### config.mk
export PLATFORM = sky130hd
export DESIGN_NAME = control
export DESIGN_NICKNAME = d
export VERILOG_FILES = /design/src/rtl/control.sv
export SDC_FILE = /design/constraint.sdc
export NUM_CORES = 1
export LEC_CHECK = 0
export ABC_AREA = 1
export BUFFER_PORTS_ARGS = -buffer_cell sky130_fd_sc_hd__buf_2
export CORE_MARGIN = 3
export CORE_UTILIZATION = 40
export CTS_CLUSTER_SIZE = 30
export DETAILED_ROUTE_END_ITERATION = 12
export GPL_ROUTABILITY_DRIVEN = 1
export PLACE_DENSITY_LB_ADDON = 0.3
export RECOVER_POWER = 100
export SYNTH_ARGS = -nofsm -noshare
export SYNTH_HDL_FRONTEND = slang
export SYNTH_SLANG_ARGS = --single-unit
### constraint.sdc
create_clock -name clk -period 2.67 [get_ports clk]
set_input_delay 0.267 -clock clk [delete_from_list [all_inputs] [get_ports clk]]
set_output_delay 0.267 -clock clk [all_outputs]
set_load 0.005 [all_outputs]
### src/rtl/control.sv
// Multicycle RV32I controller. A Moore FSM walks every instruction through
// fetch, decode, execute and (for loads/stores) memory, driving the
// datapath load enables, mux selects, ALU/CMP ops and the memory request.
//
// Memory handshake: mem_read/mem_write are held high for every cycle the FSM
// sits in a memory state (FETCH2, LD1, ST1). The access completes in the
// cycle where mem_resp=1, and the FSM leaves the memory state on that edge.
// mem_resp seen in any other state has no effect. Reset drops any request at
// once because all outputs are forced to their defaults while rst is low.
module control (
  input  logic        clk,
  input  logic        rst,
  input  logic [6:0]  opcode,
  input  logic [2:0]  funct3,
  input  logic [6:0]  funct7,
  input  logic        br_en,
  input  logic [4:0]  rs1,
  input  logic [4:0]  rs2,
  input  logic [31:0] mem_address,
  input  logic        mem_resp,
  output logic        load_pc,
  output logic        load_ir,
  output logic        load_regfile,
  output logic        load_mar,
  output logic        load_mdr,
  output logic        load_data_out,
  output logic [1:0]  pcmux_sel,
  output logic        alumux1_sel,
  output logic [2:0]  alumux2_sel,
  output logic [3:0]  regfilemux_sel,
  output logic        marmux_sel,
  output logic        cmpmux_sel,
  output logic [2:0]  aluop,
  output logic [2:0]  cmpop,
  output logic        mem_read,
  output logic        mem_write,
  output logic [3:0]  mem_byte_enable
);

  // RV32I major opcodes
  localparam logic [6:0] OP_LUI   = 7'b0110111;
  localparam logic [6:0] OP_AUIPC = 7'b0010111;
  localparam logic [6:0] OP_JAL   = 7'b1101111;
  localparam logic [6:0] OP_JALR  = 7'b1100111;
  localparam logic [6:0] OP_BR    = 7'b1100011;
  localparam logic [6:0] OP_LOAD  = 7'b0000011;
  localparam logic [6:0] OP_STORE = 7'b0100011;
  localparam logic [6:0] OP_IMM   = 7'b0010011;
  localparam logic [6:0] OP_REG   = 7'b0110011;

  // ALU operations that do not coincide with funct3
  localparam logic [2:0] ALU_ADD  = 3'b000;
  localparam logic [2:0] ALU_SRA  = 3'b010;
  localparam logic [2:0] ALU_SUB  = 3'b011;
  localparam logic [2:0] ALU_SRL  = 3'b101;

  // Comparator operations used for slt/sltu
  localparam logic [2:0] CMP_BLT  = 3'b100;
  localparam logic [2:0] CMP_BLTU = 3'b110;

  // FSM states
  localparam logic [4:0] S_FETCH1  = 5'd0;
  localparam logic [4:0] S_FETCH2  = 5'd1;
  localparam logic [4:0] S_FETCH3  = 5'd2;
  localparam logic [4:0] S_DECODE  = 5'd3;
  localparam logic [4:0] S_LUI     = 5'd4;
  localparam logic [4:0] S_AUIPC   = 5'd5;
  localparam logic [4:0] S_IMM     = 5'd6;
  localparam logic [4:0] S_REG     = 5'd7;
  localparam logic [4:0] S_BR      = 5'd8;
  localparam logic [4:0] S_JAL     = 5'd9;
  localparam logic [4:0] S_JALR    = 5'd10;
  localparam logic [4:0] S_CALC_LD = 5'd11;
  localparam logic [4:0] S_LD1     = 5'd12;
  localparam logic [4:0] S_LD2     = 5'd13;
  localparam logic [4:0] S_CALC_ST = 5'd14;
  localparam logic [4:0] S_ST1     = 5'd15;
  localparam logic [4:0] S_ST2     = 5'd16;

  logic [4:0] state_q;
  logic [4:0] state_d;

  // Register fields and upper address bits are only carried for tracing.
  logic unused_fields;
  assign unused_fields = ^{rs1, rs2, funct7[6], funct7[4:0], mem_address[31:2]};

  // Next-state selection
  always_comb begin
    state_d = state_q;
    case (state_q)
      S_FETCH1:  state_d = S_FETCH2;
      S_FETCH2:  if (mem_resp) state_d = S_FETCH3;
      S_FETCH3:  state_d = S_DECODE;
      S_DECODE: begin
        case (opcode)
          OP_LUI:   state_d = S_LUI;
          OP_AUIPC: state_d = S_AUIPC;
          OP_JAL:   state_d = S_JAL;
          OP_JALR:  state_d = S_JALR;
          OP_BR:    state_d = S_BR;
          OP_LOAD:  state_d = S_CALC_LD;
          OP_STORE: state_d = S_CALC_ST;
          OP_IMM:   state_d = S_IMM;
          OP_REG:   state_d = S_REG;
          // Illegal opcode: refetch without advancing PC (halt in place).
          default:  state_d = S_FETCH1;
        endcase
      end
      S_CALC_LD: state_d = S_LD1;
      S_LD1:     if (mem_resp) state_d = S_LD2;
      S_CALC_ST: state_d = S_ST1;
      S_ST1:     if (mem_resp) state_d = S_ST2;
      default:   state_d = S_FETCH1;
    endcase
  end

  // State register, asynchronously returned to FETCH1 by reset
  always_ff @(posedge clk or negedge rst) begin
    if (!rst) state_q <= S_FETCH1;
    else      state_q <= state_d;
  end

  // Moore outputs; forced to defaults while reset is asserted
  always_comb begin
    load_pc         = 1'b0;
    load_ir         = 1'b0;
    load_regfile    = 1'b0;
    load_mar        = 1'b0;
    load_mdr        = 1'b0;
    load_data_out   = 1'b0;
    pcmux_sel       = 2'd0;
    alumux1_sel     = 1'b0;
    alumux2_sel     = 3'd0;
    regfilemux_sel  = 4'd0;
    marmux_sel      = 1'b0;
    cmpmux_sel      = 1'b0;
    aluop           = ALU_ADD;
    cmpop           = funct3;
    mem_read        = 1'b0;
    mem_write       = 1'b0;
    mem_byte_enable = 4'b1111;
    if (rst) begin
      case (state_q)
        S_FETCH1: load_mar = 1'b1;
        S_FETCH2: begin
          mem_read = 1'b1;
          load_mdr = 1'b1;
        end
        S_FETCH3: load_ir = 1'b1;
        S_LUI: begin
          regfilemux_sel = 4'd2;
          load_regfile   = 1'b1;
          load_pc        = 1'b1;
        end
        S_AUIPC: begin
          alumux1_sel  = 1'b1;
          alumux2_sel  = 3'd1;
          load_regfile = 1'b1;
          load_pc      = 1'b1;
        end
        S_IMM: begin
          load_regfile = 1'b1;
          load_pc      = 1'b1;
          case (funct3)
            3'b010: begin
              cmpmux_sel     = 1'b1;
              cmpop          = CMP_BLT;
              regfilemux_sel = 4'd1;
            end
            3'b011: begin
              cmpmux_sel     = 1'b1;
              cmpop          = CMP_BLTU;
              regfilemux_sel = 4'd1;
            end
            3'b101:  aluop = funct7[5] ? ALU_SRA : ALU_SRL;
            default: aluop = funct3;
          endcase
        end
        S_REG: begin
          alumux2_sel  = 3'd5;
          load_regfile = 1'b1;
          load_pc      = 1'b1;
          case (funct3)
            3'b000:  aluop = funct7[5] ? ALU_SUB : ALU_ADD;
            3'b101:  aluop = funct7[5] ? ALU_SRA : ALU_SRL;
            3'b010: begin
              cmpop          = CMP_BLT;
              regfilemux_sel = 4'd1;
            end
            3'b011: begin
              cmpop          = CMP_BLTU;
              regfilemux_sel = 4'd1;
            end
            default: aluop = funct3;
          endcase
        end
        S_BR: begin
          alumux1_sel = 1'b1;
          alumux2_sel = 3'd2;
          load_pc     = 1'b1;
          pcmux_sel   = br_en ? 2'd1 : 2'd0;
        end
        S_JAL: begin
          regfilemux_sel = 4'd4;
          alumux1_sel    = 1'b1;
          alumux2_sel    = 3'd4;
          pcmux_sel      = 2'd1;
          load_regfile   = 1'b1;
          load_pc        = 1'b1;
        end
        S_JALR: begin
          regfilemux_sel = 4'd4;
          pcmux_sel      = 2'd2;
          load_regfile   = 1'b1;
          load_pc        = 1'b1;
        end
        S_CALC_LD: begin
          marmux_sel = 1'b1;
          load_mar   = 1'b1;
        end
        S_LD1: begin
          mem_read = 1'b1;
          load_mdr = 1'b1;
        end
        S_LD2: begin
          load_regfile = 1'b1;
          load_pc      = 1'b1;
          case (funct3)
            3'b000:  regfilemux_sel = 4'd7;
            3'b001:  regfilemux_sel = 4'd5;
            3'b100:  regfilemux_sel = 4'd8;
            3'b101:  regfilemux_sel = 4'd6;
            default: regfilemux_sel = 4'd3;
          endcase
        end
        S_CALC_ST: begin
          alumux2_sel   = 3'd3;
          marmux_sel    = 1'b1;
          load_mar      = 1'b1;
          load_data_out = 1'b1;
        end
        S_ST1: begin
          mem_write = 1'b1;
          case (funct3)
            3'b000:  mem_byte_enable = 4'b0001 << mem_address[1:0];
            3'b001:  mem_byte_enable = 4'b0011 << {mem_address[1], 1'b0};
            default: mem_byte_enable = 4'b1111;
          endcase
        end
        S_ST2: load_pc = 1'b1;
        default: ;
      endcase
    end
  end

endmodule

==> flow_summary.html, run 1 <==
<table>
<tr><th>Metric</th><th>Value</th></tr>
<tr><th colspan="2">Run status</th></tr>
<tr><td>Outcome</td><td>completed</td></tr>
<tr><th colspan="2">STA</th></tr>
<tr><td>Worst slew pin tran</td><td>0.658 ns</td></tr>
<tr><td>Minimum clock period</td><td>2.28 ns</td></tr>
<tr><td>Setup Viol. Count Final</td><td>0</td></tr>
<tr><td>Skew final</td><td>0.00421 ns</td></tr>
<tr><td>TNS Setup</td><td>0 ns</td></tr>
<tr><td>Max Clk Rate</td><td>438 MHz</td></tr>
<tr><td>Hold violation count in the final report</td><td>0</td></tr>
<tr><td>Number of max-slew violations in the final report</td><td>0</td></tr>
<tr><td>Unrepaired setup endpoints after global routing</td><td>false</td></tr>
<tr><td>Crit share post-route</td><td>0.855</td></tr>
<tr><td>Max_slew headroom</td><td>0.561</td></tr>
<tr><th colspan="2">Worst setup path</th></tr>
<tr><td>Critical Path End Type</td><td>primary output</td></tr>
<tr><td>Endpoint of the worst register-to-register path</td><td>state_q[1]</td></tr>
<tr><td>Reg2Reg Depth</td><td>8</td></tr>
<tr><td>Start-to-end type of the worst setup path</td><td>in -&gt; out</td></tr>
<tr><td>R2r startpoint</td><td>state_q[2]</td></tr>
<tr><td>Worst setup startpoint</td><td>rst</td></tr>
<tr><td>CP max FO</td><td>23</td></tr>
<tr><td>CP arrival</td><td>2.02 ns</td></tr>
<tr><td>Worst-case register-to-register setup slack</td><td>1.07 ns</td></tr>
<tr><td>Endpoint of the worst setup timing path</td><td>mem_byte_enable[3]</td></tr>
<tr><td>CP required</td><td>2.40 ns</td></tr>
<tr><td>Crit path launch type</td><td>input port</td></tr>
<tr><th colspan="2">Worst hold path</th></tr>
<tr><td>Hold crit path type</td><td>in -&gt; reg</td></tr>
<tr><th colspan="2">Routing</th></tr>
<tr><td>Post-DRT Antenna Nets</td><td>0</td></tr>
<tr><td>Via Count</td><td>1291</td></tr>
<tr><td>Metal2 WL</td><td>1.11 mm</td></tr>
<tr><td>Aggregate routed wire length</td><td>2.64 mm</td></tr>
<tr><td>Number of iterations in the first detailed-routing pass</td><td>4</td></tr>
<tr><td>Total routed wire length on the met1 layer</td><td>1.33 mm</td></tr>
<tr><td>Avg Vias per Cell</td><td>4.91</td></tr>
<tr><td>DRT iter0 DRCs</td><td>50</td></tr>
<tr><td>Wire length on met3</td><td>192 um</td></tr>
<tr><td>Final routed DRC violation total</td><td>0</td></tr>
<tr><td>Highest Signal Layer</td><td>met4</td></tr>
<tr><td>Routed length per instance</td><td>10.0 um</td></tr>
<tr><th colspan="2">Final layout</th></tr>
<tr><td>Net count of the finished layout</td><td>299</td></tr>
<tr><td>Largest registers</td><td>state_q: 5 flops</td></tr>
<tr><td>Register containing the most flip-flops in the final layout</td><td>state_q</td></tr>
<tr><td>Flip-flop count of the largest register, all copies and words added</td><td>5</td></tr>
<tr><td>Number of cells in the finished layout apart from fillers</td><td>263</td></tr>
<tr><td>Share of final-layout standard cells stronger than drive strength 1</td><td>0.213</td></tr>
<tr><td>Count of antenna diodes in the layout</td><td>0</td></tr>
<tr><td>Synthesis-to-finish area growth</td><td>25.0%</td></tr>
<tr><th colspan="2">Logic synthesis</th></tr>
<tr><td>FF+latch count, synth</td><td>5</td></tr>
<tr><td>Share of the yosys chip area belonging to registers</td><td>0.128</td></tr>
<tr><td>Post-Synthesis Cells</td><td>187</td></tr>
<tr><td>Average cell area after synthesis</td><td>5.25 um2</td></tr>
<tr><td>Net count after synthesis</td><td>250</td></tr>
<tr><td>Warnings from Yosys</td><td>0</td></tr>
<tr><td>Number of distinct library cells after synthesis</td><td>26</td></tr>
<tr><td>Mapped cell area</td><td>981 um2</td></tr>
<tr><th colspan="2">Floorplanning</th></tr>
<tr><td>Cell row count</td><td>17</td></tr>
<tr><td>Effective utilization at floorplan</td><td>0.431</td></tr>
<tr><td># IOs</td><td>93</td></tr>
<tr><td>Core Region</td><td>2280 um2</td></tr>
<tr><td>Die H</td><td>55.5 um</td></tr>
<tr><td>DIE AREA</td><td>3080 um2</td></tr>
<tr><td>Floorplan die width</td><td>55.5 um</td></tr>
<tr><th colspan="2">Placement</th></tr>
<tr><td>Dpl hpwl</td><td>2.14 mm</td></tr>
<tr><td>Number of I/O port buffers</td><td>46</td></tr>
<tr><td>Global placer's final weighted congestion</td><td>0.838</td></tr>
<tr><td>Placed cells</td><td>258</td></tr>
<tr><th colspan="2">Clocking</th></tr>
<tr><td>Num CTS Buffers</td><td>3</td></tr>
<tr><td>Clock H-tree levels</td><td>1</td></tr>
<tr><td>TritonCTS clock tree</td><td>yes</td></tr>
<tr><td>Worst-path clk slew</td><td>0.04 ns</td></tr>
<tr><td>Clock latency on the worst-skew pair</td><td>0.25 ns</td></tr>
<tr><td>Number of buffers inserted to repair setup after CTS</td><td>0</td></tr>
<tr><td>Root buf cell</td><td>clkbuf_4</td></tr>
<tr><td>TritonCTS Sinks</td><td>5</td></tr>
<tr><td>Buffer depth of the longest clock path</td><td>2</td></tr>
<tr><th colspan="2">GRT</th></tr>
<tr><td>Total routing resource utilization after global routing</td><td>0.174</td></tr>
<tr><td>First-pass GRT wire length</td><td>4.57 mm</td></tr>
<tr><td>Pin count of the biggest net entering global routing</td><td>24</td></tr>
<tr><td>GRT overflow</td><td>0</td></tr>
<tr><td>Number of antenna violations at the first check in global routing</td><td>0</td></tr>
<tr><td>Number of global-route vias before repair</td><td>1097</td></tr>
<tr><th colspan="2">Power</th></tr>
<tr><td>Power density over the cells</td><td>402 nW/um2</td></tr>
<tr><td>Static Leak</td><td>0.646 nW</td></tr>
<tr><td>IR drop worst, VDD</td><td>0.308 mV</td></tr>
<tr><th colspan="2">Job</th></tr>
<tr><td>Max capacitance violation total</td><td>0</td></tr>
</table>
==> per-layer routing <==
layer	GRT usage	vias to the layer above
met4	0.0556	0
met1	0.238	551
li1	-	698
met2	0.258	40
met3	0.0561	2
met5	0	-
==> repair_timing <==
action,CTS,global route
hold buffers,1,0
resized for setup,0,0
hold endpoints to repair,5,0
==> worst min path at each step <==
stage	from	endpoint	depth (start not counted)
detailed placement	rst	state_q[3]	1
floorplan	rst	state_q[0]	0
CTS	mem_resp	state_q[1]	2
global route	mem_resp	state_q[1]	2
finish	mem_resp	state_q[1]	2
global placement	rst	state_q[2]	1
==> report_power, final <==
group          switching, mW  internal (mW)  leakage [nW]
combinational          0.188         0.0890         0.565
sequential            0.0349         0.0928        0.0660
clock                 0.0317         0.0565        0.0150
total                  0.254          0.238         0.646
==> stage by stage <==
| step | hold WS (ns) | area, um2 | util | total power, mW | setup slack, ns |
|---|---|---|---|---|---|
| after floorplan | -0.0286 | 981 | - | 0.339 | 1.19 |
| after global placement | 0.107 | 1230 | 0.541 | 0.417 | 0.939 |
| after detailed placement | 0.105 | 1230 | 0.541 | 0.416 | 0.936 |
| after CTS | 0.205 | 1270 | 0.557 | 0.511 | 0.393 |
| after global routing | 0.249 | 1230 | 0.539 | 0.553 | 0.112 |
| final | 0.233 | 1230 | 0.539 | 0.493 | 0.387 |
==> cell usage after synthesis <==
master / n / area, um2
a22oi_1: 2 / 15.0
inv_1: 23 / 86.3
nor4_4: 1 / 21.3
o21ai_0: 5 / 25.0
o211ai_1: 1 / 7.51
nand3_2: 3 / 30.0
nor2_4: 1 / 11.3
dfrtp_1: 5 / 125
a21oi_1: 14 / 70.1
a41oi_1: 1 / 8.76
nand2_2: 3 / 18.8
nand2_1: 47 / 176
nor4_1: 2 / 12.5
nand4_1: 2 / 12.5
inv_2: 10 / 37.5
nor3_4: 1 / 16.3
a31oi_1: 1 / 6.26
nor2_1: 28 / 105
o21ai_1: 5 / 25.0
nand3_1: 19 / 95.1
nor2_2: 5 / 31.3
clkbuf_1: 2 / 7.51
buf_4: 1 / 7.51
a211oi_1: 1 / 7.51
nor3_1: 3 / 15.0
or2_1: 1 / 6.26
==> logic make-up (layout without fill, tap and decap cells) <==
logic type      count (synthesis)  in the layout  synth area share
simple gates                  116            116             0.563
compound gates                 30             30             0.168
buf+inv                        36             84             0.142
flops                           5              5             0.128
==> cell usage in the layout, fill, tap and decap left out, types with 2 or more instances in the layout <==
master     n
a21oi_1   14
a22oi_1    2
buf_2     22
clkbuf_1  18
clkbuf_2   6
clkbuf_4   3
dfrtp_1    5
inv_1     24
inv_2      8
nand2_1   48
nand2_2    2
nand3_1   20
nand3_2    2
nand4_1    2
nor2_1    29
nor2_2     4
nor3_1     3
nor4_1     2
o21ai_0    9
==> worst max-delay path: stages <==
cell and delay, ns:
dlygate4sd3_1 0.51, buf_2 0.19, inv_1 0.31, nor4_2 0.45, o21ai_0 0.14, buf_2 0.15
==> layout make-up <==
cell class,instances,area [um2]
fill,262,1050
multi-input combinational,146,698
clock buffer,4,26.3
timing repair buffer,47,218
sequential,5,125
tap,28,35.0
inverter,33,124
Power figures use the tool's default switching activity.
==> run 2: changes to the inputs <==
HOLD_SLACK_MARGIN = 0.02   (was unset)
PLACE_DENSITY = 0.84   (was unset)
PLACE_DENSITY_LB_ADDON = unset   (was 0.3)
==> flow_summary.html, run 2 (synthesized netlist as in run 1, its figures left out) <==
<table>
<tr><th>Metric</th><th>Value</th></tr>
<tr><th colspan="2">STA</th></tr>
<tr><td>Max_slew headroom</td><td>0.538</td></tr>
<tr><td>Skew final</td><td>0.00694 ns</td></tr>
<tr><td>Minimum clock period</td><td>2.30 ns</td></tr>
<tr><td>Max Clk Rate</td><td>435 MHz</td></tr>
<tr><td>TNS Setup</td><td>0 ns</td></tr>
<tr><td>Unrepaired setup endpoints after global routing</td><td>false</td></tr>
<tr><td>Hold violation count in the final report</td><td>0</td></tr>
<tr><td>Worst slew pin tran</td><td>0.693 ns</td></tr>
<tr><td>Number of max-slew violations in the final report</td><td>0</td></tr>
<tr><td>Crit share post-route</td><td>0.861</td></tr>
<tr><td>Setup Viol. Count Final</td><td>0</td></tr>
<tr><th colspan="2">Placement</th></tr>
<tr><td>Global placer's final weighted congestion</td><td>0.845</td></tr>
<tr><td>Dpl hpwl</td><td>2.15 mm</td></tr>
<tr><td>Placed cells</td><td>258</td></tr>
<tr><td>Number of I/O port buffers</td><td>46</td></tr>
<tr><td>Post-detailed-placement cell area</td><td>1230 um2</td></tr>
<tr><th colspan="2">GRT</th></tr>
<tr><td>Total routing resource utilization after global routing</td><td>0.172</td></tr>
<tr><td>Number of global-route vias before repair</td><td>1151</td></tr>
<tr><td>GRT overflow</td><td>0</td></tr>
<tr><td>First-pass GRT wire length</td><td>4.57 mm</td></tr>
<tr><td>Pin count of the biggest net entering global routing</td><td>24</td></tr>
<tr><td>Number of antenna violations at the first check in global routing</td><td>0</td></tr>
<tr><th colspan="2">Floorplanning</th></tr>
<tr><td>Floorplan die width</td><td>55.5 um</td></tr>
<tr><td>Cell row count</td><td>17</td></tr>
<tr><td># IOs</td><td>93</td></tr>
<tr><td>Effective utilization at floorplan</td><td>0.431</td></tr>
<tr><td>DIE AREA</td><td>3080 um2</td></tr>
<tr><td>Core Region</td><td>2280 um2</td></tr>
<tr><td>Die H</td><td>55.5 um</td></tr>
<tr><th colspan="2">Final layout</th></tr>
<tr><td>Register containing the most flip-flops in the final layout</td><td>state_q</td></tr>
<tr><td>Fillers</td><td>281</td></tr>
<tr><td>Number of cells in the finished layout apart from fillers</td><td>263</td></tr>
<tr><td>Net count of the finished layout</td><td>299</td></tr>
<tr><td>Commonest cells after routing, fill and taps aside</td><td>nand2_1 (49), nor2_1 (28), inv_1 (24), buf_2 (22), nand3_1 (20)</td></tr>
<tr><td>Synthesis-to-finish area growth</td><td>26.4%</td></tr>
<tr><td>Flip-flop count of the largest register, all copies and words added</td><td>5</td></tr>
<tr><td>Share of final-layout standard cells stronger than drive strength 1</td><td>0.234</td></tr>
<tr><td>End-of-flow core utilization</td><td>0.545</td></tr>
<tr><td>Largest registers</td><td>state_q: 5 flops</td></tr>
<tr><td>Count of antenna diodes in the layout</td><td>0</td></tr>
<tr><td>Most common cell after layout, fill and taps aside</td><td>nand2_1</td></tr>
<tr><td>Post-Layout Inst Area</td><td>1240 um2</td></tr>
<tr><th colspan="2">Clocking</th></tr>
<tr><td>Clock H-tree levels</td><td>1</td></tr>
<tr><td>Num CTS Buffers</td><td>3</td></tr>
<tr><td>TritonCTS Sinks</td><td>5</td></tr>
<tr><td>Number of instances resized during post-cts repair</td><td>0</td></tr>
<tr><td>Clock latency on the worst-skew pair</td><td>0.24 ns</td></tr>
<tr><td>Buffer depth of the longest clock path</td><td>2</td></tr>
<tr><td>TritonCTS clock tree</td><td>yes</td></tr>
<tr><td>Root buf cell</td><td>clkbuf_4</td></tr>
<tr><td>Number of buffers inserted to repair setup after CTS</td><td>0</td></tr>
<tr><td>Number of hold buffers added after CTS</td><td>1</td></tr>
<tr><td>Worst-path clk slew</td><td>0.04 ns</td></tr>
<tr><th colspan="2">Routing</th></tr>
<tr><td>Post-DRT Antenna Nets</td><td>0</td></tr>
<tr><td>Aggregate routed wire length</td><td>2.61 mm</td></tr>
<tr><td>Final routed DRC violation total</td><td>0</td></tr>
<tr><td>Number of iterations in the first detailed-routing pass</td><td>4</td></tr>
<tr><td>Via Count</td><td>1311</td></tr>
<tr><td>DRT iter0 DRCs</td><td>44</td></tr>
<tr><td>Avg Vias per Cell</td><td>4.98</td></tr>
<tr><td>Routed length per instance</td><td>9.90 um</td></tr>
<tr><th colspan="2">Worst setup path</th></tr>
<tr><td>Start-to-end type of the worst setup path</td><td>in -&gt; out</td></tr>
<tr><td>CP max FO</td><td>23</td></tr>
<tr><td>CP arrival</td><td>2.03 ns</td></tr>
<tr><td>CP required</td><td>2.40 ns</td></tr>
<tr><td>Critical Path End Type</td><td>primary output</td></tr>
<tr><td>Crit path launch type</td><td>input port</td></tr>
<tr><th colspan="2">Power</th></tr>
<tr><td>Power after layout</td><td>0.501 mW</td></tr>
<tr><td>Static Leak</td><td>0.662 nW</td></tr>
<tr><td>Power density over the cells</td><td>404 nW/um2</td></tr>
<tr><td>IR drop worst, VDD</td><td>0.347 mV</td></tr>
<tr><th colspan="2">Worst hold path</th></tr>
<tr><td>Hold crit path type</td><td>in -&gt; reg</td></tr>
<tr><th colspan="2">Run status</th></tr>
<tr><td>Outcome</td><td>completed</td></tr>
<tr><th colspan="2">Job</th></tr>
<tr><td>Max capacitance violation total</td><td>0</td></tr>
</table>
[run 2: cell types whose count changed in the layout (fill, tap and decap cells not counted)]
cell	before	now
clkbuf_1	18	15
nand2_1	48	49
nor4_4	0	1
clkbuf_2	6	10
nor4_2	1	0
nand2_2	2	1
buf_1	1	0
inv_2	8	9
clkinv_1	1	0
nor2_2	4	5
nor2_1	29	28
[run 2: critical path, cell delays in order]
cell and delay [ns]:
dlygate4sd3_1 0.53, buf_2 0.18, inv_1 0.52, nor3_1 0.16, or2_1 0.24, buf_2 0.13
[run 2: layer usage]
metal	global-route usage	share of wire
met5	0	0
met4	0.0382	0.0058
met3	0.0280	0.10
met2	0.277	0.44
met1	0.240	0.45
[run 2: per-stage QoR]
| step | hold slack (ns) | setup slack [ns] |
|---|---|---|
| detailed placement | 0.104 | 0.905 |
| finish | 0.244 | 0.372 |
| floorplan | -0.0286 | 1.19 |
| global route | 0.249 | 0.240 |
| CTS | 0.222 | 0.355 |
| global placement | 0.105 | 0.926 |
[run 2: cell type report]
| cell class | instances | area [um2] | area share |
|---|---|---|---|
| clock buffer | 4 | 26.3 | 0.0212 |
| inverter | 33 | 124 | 0.0999 |
| multi-input combinational | 146 | 707 | 0.570 |
| sequential | 5 | 125 | 0.101 |
| tap | 28 | 35.0 | 0.0283 |
| timing repair buffer | 47 | 223 | 0.180 |
[run 2: path summary, 6_finish.rpt]
kind | slack [ns] | cells past startpoint | end | start
min in group asynchronous | 0.39 | 2 | state_q[4] | rst
max in group asynchronous | 2.12 | 2 | state_q[3] | rst
max | 0.37 | 6 | cmpop[2] | rst
min reg2reg | 0.61 | 2 | state_q[2] | state_q[3]
min | 0.24 | 2 | state_q[1] | mem_resp
max reg2reg | 1.05 | 8 | state_q[1] | state_q[4]
[run 2: where the power goes]
group          switching [mW]  internal, mW  leakage, nW
Combinational           0.194        0.0919        0.581
Clock                  0.0298        0.0564       0.0150
Sequential             0.0352        0.0928       0.0660
Total                   0.259         0.241        0.662
==> run 3: changes to the inputs <==
ABC_AREA = unset   (was 1)
CORE_UTILIZATION = 39   (was 40)
PLACE_DENSITY = 0.82   (was 0.84)
==> flow_summary.html, run 3 <==
<table>
<tr><th>Metric</th><th>Value</th></tr>
<tr><th colspan="2">Run status</th></tr>
<tr><td>Outcome</td><td>completed</td></tr>
<tr><th colspan="2">Clocking</th></tr>
<tr><td>TritonCTS Sinks</td><td>5</td></tr>
<tr><td>TritonCTS clock tree</td><td>yes</td></tr>
<tr><td>Num CTS Buffers</td><td>3</td></tr>
<tr><td>Number of buffers inserted to repair setup after CTS</td><td>0</td></tr>
<tr><td>Root buf cell</td><td>clkbuf_4</td></tr>
<tr><td>Clock H-tree levels</td><td>1</td></tr>
<tr><td>Buffer depth of the longest clock path</td><td>2</td></tr>
<tr><td>Worst-path clk slew</td><td>0.04 ns</td></tr>
<tr><td>Clock latency on the worst-skew pair</td><td>0.24 ns</td></tr>
<tr><th colspan="2">Worst setup path</th></tr>
<tr><td>CP max FO</td><td>8</td></tr>
<tr><td>Worst setup startpoint</td><td>rst</td></tr>
<tr><td>Start-to-end type of the worst setup path</td><td>in -&gt; out</td></tr>
<tr><td>Endpoint of the worst register-to-register path</td><td>state_q[3]</td></tr>
<tr><td>CP arrival</td><td>2.26 ns</td></tr>
<tr><td>Critical Path End Type</td><td>primary output</td></tr>
<tr><td>CP required</td><td>2.40 ns</td></tr>
<tr><td>Endpoint of the worst setup timing path</td><td>mem_byte_enable[2]</td></tr>
<tr><td>R2r startpoint</td><td>state_q[3]</td></tr>
<tr><td>Reg2Reg Depth</td><td>4</td></tr>
<tr><td>Crit path launch type</td><td>input port</td></tr>
<tr><td>Worst-case register-to-register setup slack</td><td>0.45 ns</td></tr>
<tr><th colspan="2">Logic synthesis</th></tr>
<tr><td>Cell types occupying the most area after synthesis</td><td>dfrtp_1 (13%), nor2_1 (6.6%), nor2b_1 (6.4%)</td></tr>
<tr><td>Yosys top cell by area</td><td>dfrtp_1</td></tr>
<tr><td>Dominant synthesized flop cell</td><td>dfrtp_1</td></tr>
<tr><td>Synthesized-area fraction occupied by ao, oa, aoi and oai cells</td><td>0.314</td></tr>
<tr><td>Synth async-reset ratio</td><td>1.00</td></tr>
<tr><td>Xor and xnor area share after synthesis</td><td>0.0360</td></tr>
<tr><td>Number of enable flip-flop cells after synthesis</td><td>0</td></tr>
<tr><td>Yosys top cell area share</td><td>0.129</td></tr>
<tr><td>Most numerous cell in the Yosys netlist</td><td>nor2_1</td></tr>
<tr><td>Post-synth top cells</td><td>nor2_1 (17), nand2_1 (13), a21oi_1 (10), nor2b_1 (10), clkbuf_1 (9)</td></tr>
<tr><td>Simple-gate share of the synthesized area</td><td>0.435</td></tr>
<tr><td>Number of distinct library cells after synthesis</td><td>44</td></tr>
<tr><td>Largest family of logic cells by synthesized area</td><td>simple AND/OR/NAND/NOR gates</td></tr>
<tr><td>Share of the yosys chip area belonging to registers</td><td>0.129</td></tr>
<tr><td>Mapped cell area</td><td>972 um2</td></tr>
<tr><td>FF+latch count, synth</td><td>5</td></tr>
<tr><td>Adder-cell area share of the yosys netlist</td><td>0</td></tr>
<tr><td>Post-Synthesis Cells</td><td>153</td></tr>
<tr><td>Net count after synthesis</td><td>216</td></tr>
<tr><td>Average cell area after synthesis</td><td>6.35 um2</td></tr>
<tr><td>Fraction of synthesized area in multiplexers</td><td>0.0103</td></tr>
<tr><td>Warnings from Yosys</td><td>0</td></tr>
<tr><th colspan="2">Routing</th></tr>
<tr><td>DRT iter0 DRCs</td><td>54</td></tr>
<tr><td>Final routed DRC violation total</td><td>0</td></tr>
<tr><td>Number of iterations in the first detailed-routing pass</td><td>4</td></tr>
<tr><td>Routed length per instance</td><td>12.6 um</td></tr>
<tr><td>Post-DRT Antenna Nets</td><td>0</td></tr>
<tr><td>Aggregate routed wire length</td><td>2.80 mm</td></tr>
<tr><td>Via Count</td><td>1262</td></tr>
<tr><td>Avg Vias per Cell</td><td>5.68</td></tr>
<tr><th colspan="2">STA</th></tr>
<tr><td>Number of max-slew violations in the final report</td><td>0</td></tr>
<tr><td>Worst slew pin tran</td><td>0.640 ns</td></tr>
<tr><td>Crit share post-route</td><td>0.945</td></tr>
<tr><td>Max Clk Rate</td><td>396 MHz</td></tr>
<tr><td>Hold violation count in the final report</td><td>0</td></tr>
<tr><td>Minimum clock period</td><td>2.52 ns</td></tr>
<tr><td>TNS Setup</td><td>0 ns</td></tr>
<tr><td>Smallest setup slack after layout</td><td>0.148 ns</td></tr>
<tr><td>Unrepaired setup endpoints after global routing</td><td>false</td></tr>
<tr><td>Skew final</td><td>0.00237 ns</td></tr>
<tr><td>Max_slew headroom</td><td>0.574</td></tr>
<tr><td>Setup Viol. Count Final</td><td>0</td></tr>
<tr><th colspan="2">Placement</th></tr>
<tr><td>Global placer's final weighted congestion</td><td>0.881</td></tr>
<tr><td>Number of I/O port buffers</td><td>46</td></tr>
<tr><td>Dpl hpwl</td><td>2.14 mm</td></tr>
<tr><td>Pre-CTS worst setup slack</td><td>0.621 ns</td></tr>
<tr><th colspan="2">Final layout</th></tr>
<tr><td>Net count of the finished layout</td><td>258</td></tr>
<tr><td>Flip-flop count of the largest register, all copies and words added</td><td>5</td></tr>
<tr><td>Share of final-layout standard cells stronger than drive strength 1</td><td>0.180</td></tr>
<tr><td>Register containing the most flip-flops in the final layout</td><td>state_q</td></tr>
<tr><td>Largest registers</td><td>state_q: 5 flops</td></tr>
<tr><td>Most common cell after layout, fill and taps aside</td><td>buf_2</td></tr>
<tr><td>Synthesis-to-finish area growth</td><td>24.2%</td></tr>
<tr><td>Commonest cells after routing, fill and taps aside</td><td>buf_2 (23), clkbuf_1 (18), nor2_1 (17), nand2_1 (13)</td></tr>
<tr><td>Fillers</td><td>269</td></tr>
<tr><td>Count of antenna diodes in the layout</td><td>0</td></tr>
<tr><th colspan="2">Power</th></tr>
<tr><td>Power density over the cells</td><td>479 nW/um2</td></tr>
<tr><td>Static Leak</td><td>0.481 nW</td></tr>
<tr><td>IR drop worst, VDD</td><td>0.260 mV</td></tr>
<tr><td>Power after layout</td><td>0.579 mW</td></tr>
<tr><th colspan="2">GRT</th></tr>
<tr><td>Number of global-route vias before repair</td><td>1023</td></tr>
<tr><td>Pin count of the biggest net entering global routing</td><td>24</td></tr>
<tr><td>First-pass GRT wire length</td><td>4.56 mm</td></tr>
<tr><td>Number of antenna violations at the first check in global routing</td><td>0</td></tr>
<tr><td>Total routing resource utilization after global routing</td><td>0.172</td></tr>
<tr><td>GRT overflow</td><td>0</td></tr>
<tr><th colspan="2">Floorplanning</th></tr>
<tr><td>Cell row count</td><td>17</td></tr>
<tr><td>Effective utilization at floorplan</td><td>0.423</td></tr>
<tr><td>DIE AREA</td><td>3130 um2</td></tr>
<tr><td># IOs</td><td>93</td></tr>
<tr><td>Die H</td><td>55.9 um</td></tr>
<tr><td>Floorplan die width</td><td>55.9 um</td></tr>
<tr><td>Core Region</td><td>2300 um2</td></tr>
<tr><th colspan="2">Worst hold path</th></tr>
<tr><td>Hold crit path type</td><td>in -&gt; reg</td></tr>
<tr><th colspan="2">Job</th></tr>
<tr><td>Max capacitance violation total</td><td>0</td></tr>
</table>
## run 3: cell types whose count changed after synthesis, sizes merged, moves of 4 or more
cell	delta
nor2b	+10
nor3	+4
nand3	-16
clkbuf	+7
nand2	-37
o21a	+4
inv	-28
nand2b	+7
nor2	-17
a21oi	-4
## run 3: worst min-delay path by stage
stage / endpoint / cells after the start / slack [ns] / startpoint
5_1_grt: state_q[1] / 2 / 0.30 / opcode[3]
3_5_place_dp: state_q[1] / 1 / 0.11 / rst
3_3_place_gp: state_q[4] / 1 / 0.10 / rst
4_1_cts: state_q[1] / 2 / 0.29 / opcode[3]
2_1_floorplan: state_q[0] / 0 / -0.03 / rst
6_report: state_q[1] / 2 / 0.30 / opcode[3]
## run 3: critical path, cell delays in order
cell and delay, ns:
dlygate4sd3_1 0.51, buf_2 0.20, nor2b_1 0.38, nand3_1 0.22, nor4_2 0.38, o21ai_0 0.14, buf_2 0.15
## run 3: cell type report
cell class	count	area, um2	share of cell area
tap	28	35.0	0.0290
timing repair buffer	50	236	0.196
inverter	5	18.8	0.0155
multi-input combinational	130	766	0.634
sequential	5	125	0.104
clock buffer	4	26.3	0.0218
## run 3: cell families after synthesis
kind of cell	after synthesis
DFF	5
buffers and inverters	18
AOI/OAI and AO/OA	46
muxes	1
and+or+nand+nor	79
xor gates and xnor gates	4
## run 3: per-layer routing
layer,wire (um),global-route usage,vias to the layer above
li1,-,-,639
met1,1310,0.245,580
met2,1300,0.272,40
met3,173,0.0232,3
met4,25,0.0441,0
met5,0,0,-
## run 3: power by group
group          switching (mW)  internal [mW]
sequential             0.0527         0.0904
combinational           0.196          0.152
clock                  0.0311         0.0565
total                   0.279          0.299
## run 3: repair_timing
action	in CTS	in global routing
setup endpoints to repair	0	4
endpoints found under the hold margin	5	0
hold buffers	1	0
resized for setup	0	1
## run 3: metrics by stage
step                       util  instances  cell area, um2  hold WS (ns)
after global routing      0.526        222            1210         0.304
after CTS                 0.540        222            1240         0.289
after detailed placement  0.525        217            1200         0.110
after global placement    0.525        217            1200         0.104
after floorplan               -        153             972       -0.0286
final                     0.526        222            1210         0.300
